===== config.mk =====
export PLATFORM = sky130hd
export DESIGN_NAME = mem_arbiter
export DESIGN_NICKNAME = d
export VERILOG_FILES = /design/src/rtl/mem_arbiter.sv
export SDC_FILE = /design/constraint.sdc
export NUM_CORES = 1
export LEC_CHECK = 0
export CAP_MARGIN = 20
export CORE_ASPECT_RATIO = 0.6
export CORE_UTILIZATION = 36
export DETAILED_ROUTE_END_ITERATION = 7
export GPL_TIMING_DRIVEN = 0
export PLACE_DENSITY = 0.86
export SYNTH_ARGS = -nofsm -noshare
export SYNTH_HDL_FRONTEND = slang
export SYNTH_SLANG_ARGS = --single-unit
export TNS_END_PERCENT = 20

===== constraint.sdc =====
create_clock -name clk -period 2.5 [get_ports clk]
set_input_delay 0.5 -clock clk [delete_from_list [all_inputs] [get_ports clk]]
set_output_delay 0.5 -clock clk [all_outputs]
set_load 0.005 [all_outputs]

===== src/rtl/mem_arbiter.sv =====
// mem_arbiter: round-robin arbiter between fetch (I) and load/store (D) ports,
// sequencing each grant through IDLE -> ACCESS -> RESP on one shared memory.
module mem_arbiter #(
  parameter int BUS_WIDTH = 32,
  parameter bit I_FIRST = 1'b1
) (
  input  logic                 clk,
  input  logic                 rst_n,
  input  logic                 i_req,
  input  logic [BUS_WIDTH-1:0] i_addr,
  output logic                 i_ack,
  output logic [BUS_WIDTH-1:0] i_rdata,
  output logic                 i_err,
  input  logic                 d_req,
  input  logic                 d_we,
  input  logic [BUS_WIDTH-1:0] d_addr,
  input  logic [BUS_WIDTH-1:0] d_wdata,
  input  logic [1:0]           d_size,
  input  logic                 d_sign,
  output logic                 d_ack,
  output logic [BUS_WIDTH-1:0] d_rdata,
  output logic                 d_err,
  output logic                 mem_we,
  output logic [BUS_WIDTH-1:0] mem_addr,
  output logic [BUS_WIDTH-1:0] mem_data,
  output logic [1:0]           mem_size,
  output logic                 mem_sign,
  input  logic [BUS_WIDTH-1:0] mem_out,
  input  logic                 mem_error
);
  typedef enum logic [1:0] {IDLE = 2'b00, ACCESS = 2'b01, RESP = 2'b10} state_t;
  state_t               r_state;
  logic                 r_pri_i, r_own_i, r_we, r_sign, r_err;
  logic [1:0]           r_size;
  logic [BUS_WIDTH-1:0] r_addr, r_wdata;
  logic                 w_grant_i, w_resp;
  // r_pri_i names the side that wins when both request in the same IDLE cycle
  assign w_grant_i = i_req && (!d_req || r_pri_i);
  always_ff @(posedge clk or negedge rst_n) begin
    if (!rst_n) begin
      r_state <= IDLE;
      r_pri_i <= I_FIRST;
      r_own_i <= 1'b0;
      r_we    <= 1'b0;
      r_sign  <= 1'b0;
      r_err   <= 1'b0;
      r_size  <= 2'b00;
      r_addr  <= '0;
      r_wdata <= '0;
    end else begin
      case (r_state)
        IDLE: if (i_req || d_req) begin
          r_own_i <= w_grant_i;
          r_pri_i <= !w_grant_i;
          r_addr  <= w_grant_i ? i_addr : d_addr;
          r_wdata <= w_grant_i ? '0 : d_wdata;
          r_we    <= !w_grant_i && d_we;
          r_size  <= w_grant_i ? 2'b10 : d_size;
          r_sign  <= w_grant_i || d_sign;
          r_state <= ACCESS;
        end
        ACCESS: begin
          r_err   <= mem_error;
          r_state <= RESP;
        end
        default: r_state <= IDLE;
      endcase
    end
  end
  assign w_resp   = r_state == RESP;
  assign mem_addr = r_addr;
  assign mem_data = r_wdata;
  assign mem_size = r_size;
  assign mem_sign = r_sign;
  // a faulting access never reaches the array as a write
  assign mem_we   = r_state == ACCESS && r_we && !mem_error;
  assign i_ack    = w_resp && r_own_i;
  assign d_ack    = w_resp && !r_own_i;
  assign i_rdata  = i_ack ? mem_out : '0;
  assign d_rdata  = d_ack && !r_we ? mem_out : '0;
  assign i_err    = i_ack && r_err;
  assign d_err    = d_ack && r_err;
endmodule


After elaboration in Yosys (flattened, before gate mapping):

Index checks and enable logic that the tools add are counted.
W data, S select, Z words.

* equal/unequal tests: 3
* muxes and demuxes: 7
* reductions and logical operators: 19

Operators by type and width (number)
* $mux W32: 4
* $logic_and A1 B1 Y1: 9
* $logic_not A1 Y1: 5
* $mux W2: 2
* $pmux W2 S2: 1
* $logic_or A1 B1 Y1: 3
* $eq A2 B1 Y1 const B: 1
* $eq A2 B2 Y1 const B: 1
* $logic_not A2 Y1: 1
* $ne A2 B2 Y1 const B: 1
* $reduce_and A2 Y1: 1

* bits in registers: 73
* output and inout bits: 136

Depth between registers and ports, before layout:

* depth after elaboration: 5
* mapped depth: 6
* gate-level depth less buffers: 4

Worst setup path after synthesis:

No wires, ideal clock.

* path kind: register -> output
* from: register r_state[0]
* to: output d_rdata[10]
* data arrival time: 1184 ps
* data required time: 2000 ps
* path slack: 816 ps
* cell stages (with the launch flop): 5
* path buffers: 1
* path through: dfrtp_1 nor3b_2 and2b_1 clkbuf_1 and2_1

* longest elaborated chain between the ends: 4

RTL lines
* start, declared: RTL line 32 `state_t r_state;`
* start signal, assigned: RTL line 41 `r_state <= IDLE;`
* start signal, assigned: RTL line 60 `r_state <= ACCESS;`
* start signal, assigned: RTL line 64 `r_state <= RESP;`
* $eq A2 B2 Y1: RTL line 70 `assign w_resp = r_state == RESP;`
* $logic_and A1 B1 Y1: RTL line 78 `assign d_ack = w_resp && !r_own_i;`
* net d_ack: RTL line 20 `output logic d_ack,`
* $logic_and A1 B1 Y1: RTL line 80 `assign d_rdata = d_ack && !r_we ? mem_out : '0;`
* $mux W32: RTL line 80
* end, declared: RTL line 21 `output logic [BUS_WIDTH-1:0] d_rdata,`

The timed path passes the listed nets, and every way through them passes these cells.

Worst setup path in the final report:

* from: register r_state[0]
* to: output d_rdata[9]

* longest elaborated chain between the ends: 4

RTL lines (RTL line)
* $eq A2 B2 Y1: 70
* $logic_and A1 B1 Y1: 78
* $logic_and A1 B1 Y1: 80
* $mux W32: 80

No other way between the ends.

==> results.sh <==
export IMPL_synth_compound_area_share=0.262
export IMPL_synth_mux_area_frac=0.00328
export IMPL_post_dp_cell_area_mm2=0.00632
export IMPL_layout_drive_gt1_share=0.0898
export IMPL_vias_per_cell=4.84
export IMPL_fmax_mhz=400
export IMPL_period_minus_slack_ns=2.50
export IMPL_grt_setup_unrepaired="yes"
export IMPL_synthFlopType="dfrtp_1"
export IMPL_die_x_um=128
export IMPL_synth_fp_nets=422
export IMPL_clockBufferDepth=2
export IMPL_port_buffers=272
export IMPL_finalHoldViolations=0
export IMPL_antennaDiodeCount=0
export IMPL_slew_headroom=0.407
export IMPL_cts_made_buffers=9
export IMPL_first_global_vias=3585
export IMPL_clock_sink_count=73
export IMPL_crit_arrival_ns=2.00
export IMPL_wirelength_um=12400
export IMPL_grt_max_degree=74
export IMPL_yosys_area_share_simple=0.147
export IMPL_ir_worst_vdd_mv=0.616
export IMPL_crit_fanout=10
export IMPL_cts_tree="built"
export IMPL_post_route_period_util=0.999
export IMPL_dieArea_mm2=0.00994
export IMPL_crit_type="reg2out"
export IMPL_num_vias=3431
export IMPL_postCtsHoldBufs=0
export IMPL_synth_seq_cells=73
export IMPL_utilization=0.725
export IMPL_fin_skew_ns=0.00472
export IMPL_synthXorXnorAreaFrac=0
export IMPL_dp_cells=687
export IMPL_reg2reg_from="r_state[0]"
export IMPL_drt_iter0_markers=149
export IMPL_startpoint="r_state[0]"
export IMPL_synth_edff_count=0
export IMPL_tightestPinTransition_ns=0.890
export IMPL_power_density_mw_per_mm2=1040
export IMPL_grt_pass1_wl_um=19000
export IMPL_root_buffer="clkbuf_16"
export IMPL_final_antenna_net_count=0
export IMPL_grt_usage=0.250
export IMPL_io_pins=273
export IMPL_final_cells=709
export IMPL_critPathCaptureType="output pin"
export IMPL_ys_async_sr_fraction=1.00
export IMPL_wl_per_cell_um=17.4
export IMPL_yosysSeqAreaShare=0.532
export IMPL_fin_area_mm2=0.00669
export IMPL_initial_utilization=0.372
export IMPL_first_pass_iters=4
export IMPL_grt_overflow_total=0
export IMPL_die_h_um=77.6
export IMPL_antenna_found_initial=0
export IMPL_hold_class="in2async"
export IMPL_layout_nets=711
export IMPL_clkTransAtPathRegs_ns=0.05
export IMPL_avgSynthCellArea_um2=12.0
export IMPL_yosys_area_share_adder=0
export IMPL_core_area_mm2=0.00922
export IMPL_drc_errors=0
export IMPL_yosysUniqueCellTypes=27
export IMPL_htree_levels=3
export IMPL_synth_cells=285
export IMPL_synth_top_family_by_area="compound AO/OA/AOI/OAI gates"
export IMPL_setup_viol=0
export IMPL_ys_warn_count=0
export IMPL_power_static_leakage_nw=2.88
export IMPL_status="finished clean"
export IMPL_slew_violations=0
export IMPL_max_cap_violations=0
export IMPL_synthesis_area_mm2=0.00343
export IMPL_cp_start_kind="flop"
export IMPL_clock_latency_ns=0.32
export IMPL_rows=27
export IMPL_hold_ws_ns=0.301
export IMPL_dpl_hpwl_um=9650
export IMPL_area_delta_synth_final_pct=94.9
export IMPL_required_ns=2.00
export IMPL_gp_congestion=0.765
[metal layers]
metal	part of all wire	track usage	vias up	wire, µm
li1	-	-	1631	-
met1	0.43	0.316	1635	5370
met2	0.46	0.404	147	5670
met3	0.093	0.0945	18	1150
met4	0.014	0.0624	0	167
met5	0	0	-	0
[cells in the mapped netlist (all sizes together), types with 2 or more instances]
| cell type | number | share of area |
|---|---|---|
| dfrtp | 72 | 0.52 |
| and2 | 66 | 0.12 |
| a22o | 34 | 0.087 |
| a221o | 32 | 0.093 |
| o21a | 32 | 0.070 |
| buf | 16 | 0.041 |
| clkbuf | 12 | 0.013 |
| a21o | 2 | 0.0044 |
| and3 | 2 | 0.0051 |
| and3b | 2 | 0.0051 |
| nor2 | 2 | 0.0029 |
| o22a | 2 | 0.0051 |
[cell type report]
cell class	instances	area, µm²
Timing Repair Buffer	278	2760
Fill cell	655	2530
Sequential cell	73	1830
Multi-Input combinational cell	183	1420
Clock buffer	13	250
Buffer	28	224
Tap cell	130	163
Clock inverter	3	40.0
Inverter	1	3.75
[where the power goes]
part	internal [mW]	switching [mW]	leakage (nW)	total (mW)
sequential	1.76	0.336	0.916	2.09
clock	0.797	0.450	0.144	1.25
combinational	2.31	1.34	1.82	3.65
[flip-flops by register name, summed over array words and instances, names as in the netlist]
name / cells
mem_addr: 32
mem_data: 32
mem_sign: 1
mem_size: 2
r_err: 1
r_own_i: 1
r_pri_i: 1
r_state: 2
r_we: 1
[path summary, 6_finish.rpt]
| kind | end | slack, ns | depth (start not counted) |
|---|---|---|---|
| min in group clk | mem_data[15] | 0.50 | 1 |
| worst max register to register | mem_addr[9] | 0.84 | 6 |
| worst min register to register | mem_data[15] | 0.50 | 1 |
| worst min-delay path | mem_data[14] | 0.30 | 1 |
| max in group asynchronous | mem_addr[18] | 1.62 | 1 |
| worst max-delay path | d_rdata[9] | 0.003 | 5 |
[timing repair]
action / in CTS / in global routing
setup buffers: 6 / 0
hold endpoints to repair: 0 / 0
gates resized for setup: 24 / 6
setup endpoints to repair: 59 / 33
pin swaps: 1 / 1
[stage by stage]
| stage | setup TNS (ns) | worst slack, ns | power [mW] |
|---|---|---|---|
| 2_1_floorplan | 0 | 0.816 | 3.62 |
| 3_3_place_gp | -109.93 | -1.52 | 5.55 |
| 3_5_place_dp | 0 | 0.0734 | 5.65 |
| 4_1_cts | 0 | 0.00264 | 7.02 |
| 5_1_grt | -1.87 | -0.0977 | 7.40 |
| 6_report | 0 | 0.00309 | 6.99 |
[cells by family (layout without fill, tap and decap cells)]
group                  Yosys count  in the layout
muxes                            1              1
buffers and inverters           29            323
and+or+nand+nor                 79             79
AOI/OAI and AO/OA              103            103
DFF                             73             73
[worst max-delay path: stages (launching register included)]
cell	delay, ns
dfrtp_1	0.40
nor3b_2	0.23
and2b_2	0.24
clkbuf_8	0.17
and2_1	0.12
clkdlybuf4s50_1	0.52
[layout by cell type, fill, tap and decap left out]
| cell type | instances |
|---|---|
| mux2_2 | 1 |
| dlymetal6s2s_1 | 1 |
| nor2b_1 | 1 |
| dfrtp_1 | 72 |
| a221o_1 | 32 |
| buf_4 | 12 |
| clkbuf_2 | 1 |
| nor2_1 | 1 |
| and2_4 | 2 |
| clkbuf_1 | 9 |
| clkdlybuf4s50_1 | 262 |
| clkbuf_16 | 9 |
| a22o_1 | 34 |
| o21a_1 | 32 |
| bufinv_16 | 1 |
| clkbuf_4 | 1 |
| and3b_2 | 1 |
| buf_6 | 8 |
| clkbuf_8 | 4 |
| dlygate4sd2_1 | 8 |
| and2_1 | 64 |
| clkinv_2 | 2 |
| and3_1 | 1 |
| buf_2 | 4 |
| and3b_1 | 1 |
| nand3_1 | 1 |
| nor3b_2 | 1 |
| dfstp_2 | 1 |
| nand2_1 | 1 |
| inv_1 | 1 |
| o21ai_2 | 1 |
| or2_1 | 1 |
| o22a_1 | 2 |
| nor2_2 | 1 |
| nand2b_1 | 1 |
| and2b_2 | 1 |
| a21o_1 | 2 |
| and3_4 | 1 |
Note: power is estimated with default switching activity, not from simulation.
==> RTL edit 1: new RTL, same flow settings <==
The 3 states of `state_t` get a one-hot encoding in 3 bits.
--- a/src/rtl/mem_arbiter.sv
+++ b/src/rtl/mem_arbiter.sv
@@ -29,5 +29,5 @@
   input  logic                 mem_error
 );
-  typedef enum logic [1:0] {IDLE = 2'b00, ACCESS = 2'b01, RESP = 2'b10} state_t;
+  typedef enum logic [2:0] {IDLE = 3'b001, ACCESS = 3'b010, RESP = 3'b100} state_t;
   state_t               r_state;
   logic                 r_pri_i, r_own_i, r_we, r_sign, r_err;
Behaviour: same outputs for any inputs over 10 cycles, from zero or initial values and one cycle with rst_n low; not proved beyond that.
==> RTL edit 1 against the original RTL <==
Register-to-register slack lost 0.34 ns; design area increased by 8.1%; setup slack better by 0.0045 ns; routed wire length up 18%; die area is 10% higher; sequential cell count increased by 1; highest routed layer unchanged; global-route usage up 0.49 points; sequential power increased by 2%; total power down 0.21%; area after synthesis up 10%.
==> RTL edit 1: results (changes against the original RTL) <==
Run status
  • Status: finished clean

Logic synthesis
  • Syn Inst Count: 365 (+28%)
  • Yosys warns: 0 (unchanged)
  • Mapped Nets: 502 (+19%)
  • Post-synthesis cell type count: 25 (-7.4%)
  • Most area-consuming cells after synthesis: dfrtp_1 47%, mux2i_1 9.5%, a2bb2oi_1 7.4%
  • Post-synthesis sequential area ratio: 48.9% (-4.4 points)
  • Synth top cells by count: 72 x dfrtp_1, 37 x inv_1, 36 x mux2i_1

Worst setup path
  • R2R Setup Slk: 0.50 ns (-0.34 ns)
  • Crit path arrival time: 1.99 ns
  • Crit path max-delay family: buffers and inverters
  • R2r endpoint: mem_data[30]$_DFFE_PN0P_
  • Worst-path fanout max: 10 (unchanged)
  • R2R depth: 5 (-1)
  • Reg2Reg Launch Point: r_state[0]$_DFFE_PN1P_
  • CP max stage delay: 0.49 ns (-0.03 ns)

Timing
  • Clk_skew: 0.00335 ns (-0.00136 ns)
  • Worst hold slack: 0.292 ns (-0.00852 ns)
  • Slew @ Worst Pin: 0.911 ns (+0.0214 ns)
  • Setup TNS: 0 ns (unchanged)
  • Final worst-path cycle share: 99.7% (-0.18 points)

Layout
  • Layout cell share with drive strength beyond 1: 7.89% (-1.1 points)
  • NumNets Final: 791 (+11%)
  • Diode count: 0 (unchanged)
  • Fillers: 743 (+13%)
  • Multi-input gate area in the final layout: 0.00167 mm2 (+17%)

Clock network
  • Post-CTS sizing: 64 (+170%)
  • Worst-path clk slew: 0.06 ns
  • Clock Root Buffer: clkbuf_16
  • Worst-skew pair later-pin latency: 0.33 ns
  • # Post-CTS Setup Buffers: 4 (-2)
  • TritonCTS Buffers: 9 (unchanged)

Drt
  • Wire length on met2: 6700 um (+18%)
  • DR WL/cell: 18.4 um (+5.4%)
  • Met1 WL: 6980 um (+30%)
  • DR top layer: met4
  • Vias: 4046 (+18%)
  • Post-route DRC: 0 (unchanged)
  • Met3 Wirelength: 739 um (-36%)
  • DR iter-0 viols: 155 (+4.0%)
  • Vias/cell: 5.10 (+5.3%)
  • Pre-antenna DRT Iters: 4 (unchanged)

Power
  • Leak: 3.66 nW (+27%)
  • Maximum vdd drop: 0.000547 V (-11%)

GRT
  • Tot GR Track Use: 25.5% (+0.49 points)
  • Met3 usage in global routing: 6.11% (-3.3 points)
  • Number of global-route vias before repair: 3885 (+8.4%)
  • Met2 usage: 37.9% (-2.5 points)
  • Largest net degree at the start of global routing: 75 (+1.4%)
  • Initial antenna violation count: 0 (unchanged)
  • Met1 Resource Use GR: 37.0% (+5.4 points)
  • First-pass GRT wire length: 21000 um (+11%)

Placed design
  • Worst slack, placed: -0.0687 ns (-0.142 ns)
  • Post-Place Cells: 772 (+12%)
  • RD Place Congestion: 0.869 (+14%)
  • HPWL after detailed placement: 10900 um (+13%)
  • Placed cell areas: 0.00668 mm2 (+5.8%)

Min path
  • Hold Crit Class: in -> async
==> RTL edit 1: changes by cell type after synthesis, moves of 8 or more <==
cell and change:
o21a_1 -30, inv_1 +36, a221o_1 -32, clkbuf_1 +16
and2_1 -32, buf_6 -8, a2bb2oi_1 +32, o21ai_0 +34
a22o_1 -34, o32ai_1 +32, mux2i_1 +36, and3_1 +31
==> RTL edit 1: cell type report <==
class,instances,share of cell area [%]
buffer,37,3.08
clock buffer,12,3.69
clock inverter,4,1.66
inverter,38,1.97
multi-input combinational,216,23.1
sequential,74,25.7
tap,135,2.34
timing repair buffer,278,38.5
==> RTL edit 1: cells by family (layout without fill, tap and decap cells) <==
family          count (synthesis)  in the layout  share of synthesized area [%]
flops                          74             74                           48.9
compound gates                104            104                           20.3
mux                            37             37                           9.80
buf+inv                        75            369                           8.05
simple gates                   75             75                           13.0
==> RTL edit 1: worst max path at each step <==
| stage | cells after the start | endpoint | start |
|---|---|---|---|
| 4_1_cts | 6 | i_rdata[25] | r_own_i$_DFFE_PN0P_ |
| 5_1_grt | 5 | d_rdata[30] | r_state[0]$_DFFE_PN1P_ |
| 3_3_place_gp | 1 | mem_data[6]$_DFFE_PN0P_ | rst_n |
| 2_1_floorplan | 3 | d_rdata[23] | r_state[1]$_DFFE_PN0P_ |
| 6_report | 5 | d_rdata[30] | r_state[0]$_DFFE_PN1P_ |
| 3_5_place_dp | 4 | d_rdata[22] | r_state[1]$_DFFE_PN0P_ |
==> RTL edit 1: where the power goes <==
group / internal (mW) / leakage (nW) / total (mW) / switching [mW]
combinational: 1.88 / 2.61 / 3.21 / 1.34
clock: 1.16 / 0.189 / 1.62 / 0.465
sequential: 1.78 / 0.867 / 2.14 / 0.361
==> RTL edit 2: new RTL, config.mk and constraints unchanged <==
Made on the original files. `BUS_WIDTH`: 32 -> 48.
--- a/src/rtl/mem_arbiter.sv
+++ b/src/rtl/mem_arbiter.sv
@@ -2,5 +2,5 @@
 // sequencing each grant through IDLE -> ACCESS -> RESP on one shared memory.
 module mem_arbiter #(
-  parameter int BUS_WIDTH = 32,
+  parameter int BUS_WIDTH = 48,
   parameter bit I_FIRST = 1'b1
 ) (
Interface: changed (8 resized); port bits go from 273 to 401. No check against the original RTL was run, so the function may have changed too.
==> RTL edit 2 against the original RTL <==
The run now ends with DRC, setup timing left; fmax decreased by 7.2%; setup slack worse by 0.19 ns; total power is 39% higher; utilization up 1.2 points; routed wire length up 82%; sequential cell count rose by 32; design area up 44%; count of clock-buffer cells in the layout down 3; non-clock buffer count is 145 higher; area after synthesis increased by 41%; cell count rose by 42%; critical path depth is the same; highest routed layer unchanged.
==> RTL edit 2: results (changes against the original RTL) <==
Logic synthesis
  • XOR/XNOR Fraction of Synth Area: 0% (unchanged)
  • Post-synthesis cell type count: 27 (unchanged)
  • Synth Area in Compound Gates: 27.1% (+0.92 points)
  • Post-synthesis sequential area ratio: 54.2% (+0.92 points)
  • Synth Area in Adders: 0% (unchanged)
  • Avg Cell Area, Syn: 11.8 um2 (-2.0%)
  • Synth top cells by count: 104 x dfrtp_1, 98 x and2_1, 50 x a22o_1
  • Mux cell area share after synthesis: 0.232% (-0.096 points)
  • Most area-consuming cells after synthesis: dfrtp_1 54%, and2_1 13%, a221o_1 9.9%
  • Mapped Nets: 612 (+45%)

Clock network
  • Worst-skew pair later-pin latency: 0.34 ns (+0.02 ns)
  • Clock Path Buffers: 2 (unchanged)
  • H-tree depth: 3 (unchanged)
  • Post-CTS sizing: 52 (+120%)
  • # Post-CTS Setup Buffers: 1 (-5)
  • Worst-path clk slew: 0.08 ns (+0.03 ns)

Power
  • P_comb: 5.30 mW (+45%)
  • Pwr/cell area: 1010 mW/mm2 (-2.8%)
  • Sw frac: 33.7% (+3.4 points)
  • Maximum vdd drop: 0.000621 V (+0.80%)
  • Leak: 4.64 nW (+61%)
  • Seq group: 3.03 mW (+45%)

Worst setup path
  • R2R Setup Slk: 0.56 ns (-0.28 ns)
  • R2r endpoint: mem_addr[14]$_DFFE_PN0P_
  • Reg2Reg Launch Point: r_state[1]$_DFFE_PN0P_
  • Crit path arrival time: 2.19 ns (+0.19 ns)

GRT
  • Largest net degree at the start of global routing: 57 (-23%)
  • Tot GR Track Use: 31.9% (+6.9 points)
  • Met2 usage: 49.0% (+8.7 points)
  • Met1 Resource Use GR: 42.3% (+11 points)
  • Number of global-route vias before repair: 5377 (+50%)
  • Met3 usage in global routing: 10.9% (+1.5 points)
  • Initial antenna violation count: 1 (+1)
  • First-pass GRT wire length: 33000 um (+74%)

Timing
  • Fin worst setup slack: -0.191 ns (-0.194 ns)
  • Setup TNS: -5.08 ns (-5.08 ns)
  • Final setup violating endpoints: 48 (+48)
  • Clk_skew: 0.0110 ns (+0.00633 ns)
  • Worst hold slack: 0.181 ns (-0.120 ns)
  • Slew headroom: 48.9% (+8.2 points)

Drt
  • Post-route DRC: 34 (+34)
  • Routed wire length: 22500 um (+82%)
  • Vias/cell: 5.17 (+6.7%)
  • DR WL/cell: 22.3 um (+28%)
  • Met3 Wirelength: 2010 um (+75%)
  • Pre-antenna DRT Iters: 6 (+2)
  • Met1 WL: 9550 um (+78%)
  • Wire length on met2: 10300 um (+81%)
  • DR iter-0 viols: 320 (+110%)

Placed design
  • Placed cell areas: 0.00909 mm2 (+44%)
  • IO buf count: 400 (+47%)
  • Worst slack, placed: -0.195 ns (-0.269 ns)
  • Post-Place Cells: 982 (+43%)
  • RD Place Congestion: 0.957 (+25%)
  • HPWL after detailed placement: 18000 um (+87%)

Layout
  • Layout cell share with drive strength beyond 1: 8.25% (-0.73 points)
  • NumNets Final: 1032 (+45%)

Run status
  • Status: complete, but fails checks
  • Failing checks: DRC, setup timing

Min path
  • Hold Crit Class: in -> async
==> RTL edit 2: final cells by class <==
type | instances | area [um2]
sequential | 105 | 2630
timing repair buffer | 409 | 4140
fill | 896 | 3410
clock inverter | 6 | 65.1
clock buffer | 10 | 229
buffer | 42 | 262
inverter | 1 | 3.75
multi-input combinational | 263 | 2060
tap | 170 | 213
==> RTL edit 2: worst max path at each step <==
| stage | from | to | slack [ns] | cells after the start |
|---|---|---|---|---|
| after detailed placement | r_state[0]$_DFFE_PN0P_ | d_rdata[46] | -0.20 | 6 |
| final | r_state[0]$_DFFE_PN0P_ | i_rdata[27] | -0.19 | 5 |
| after CTS | r_state[0]$_DFFE_PN0P_ | d_rdata[43] | -0.21 | 6 |
| after global routing | r_state[0]$_DFFE_PN0P_ | d_rdata[17] | -0.24 | 6 |
| after global placement | rst_n | mem_addr[14]$_DFFE_PN0P_ | -2.89 | 1 |
| after floorplan | r_state[0]$_DFFE_PN0P_ | d_rdata[27] | 0.70 | 5 |
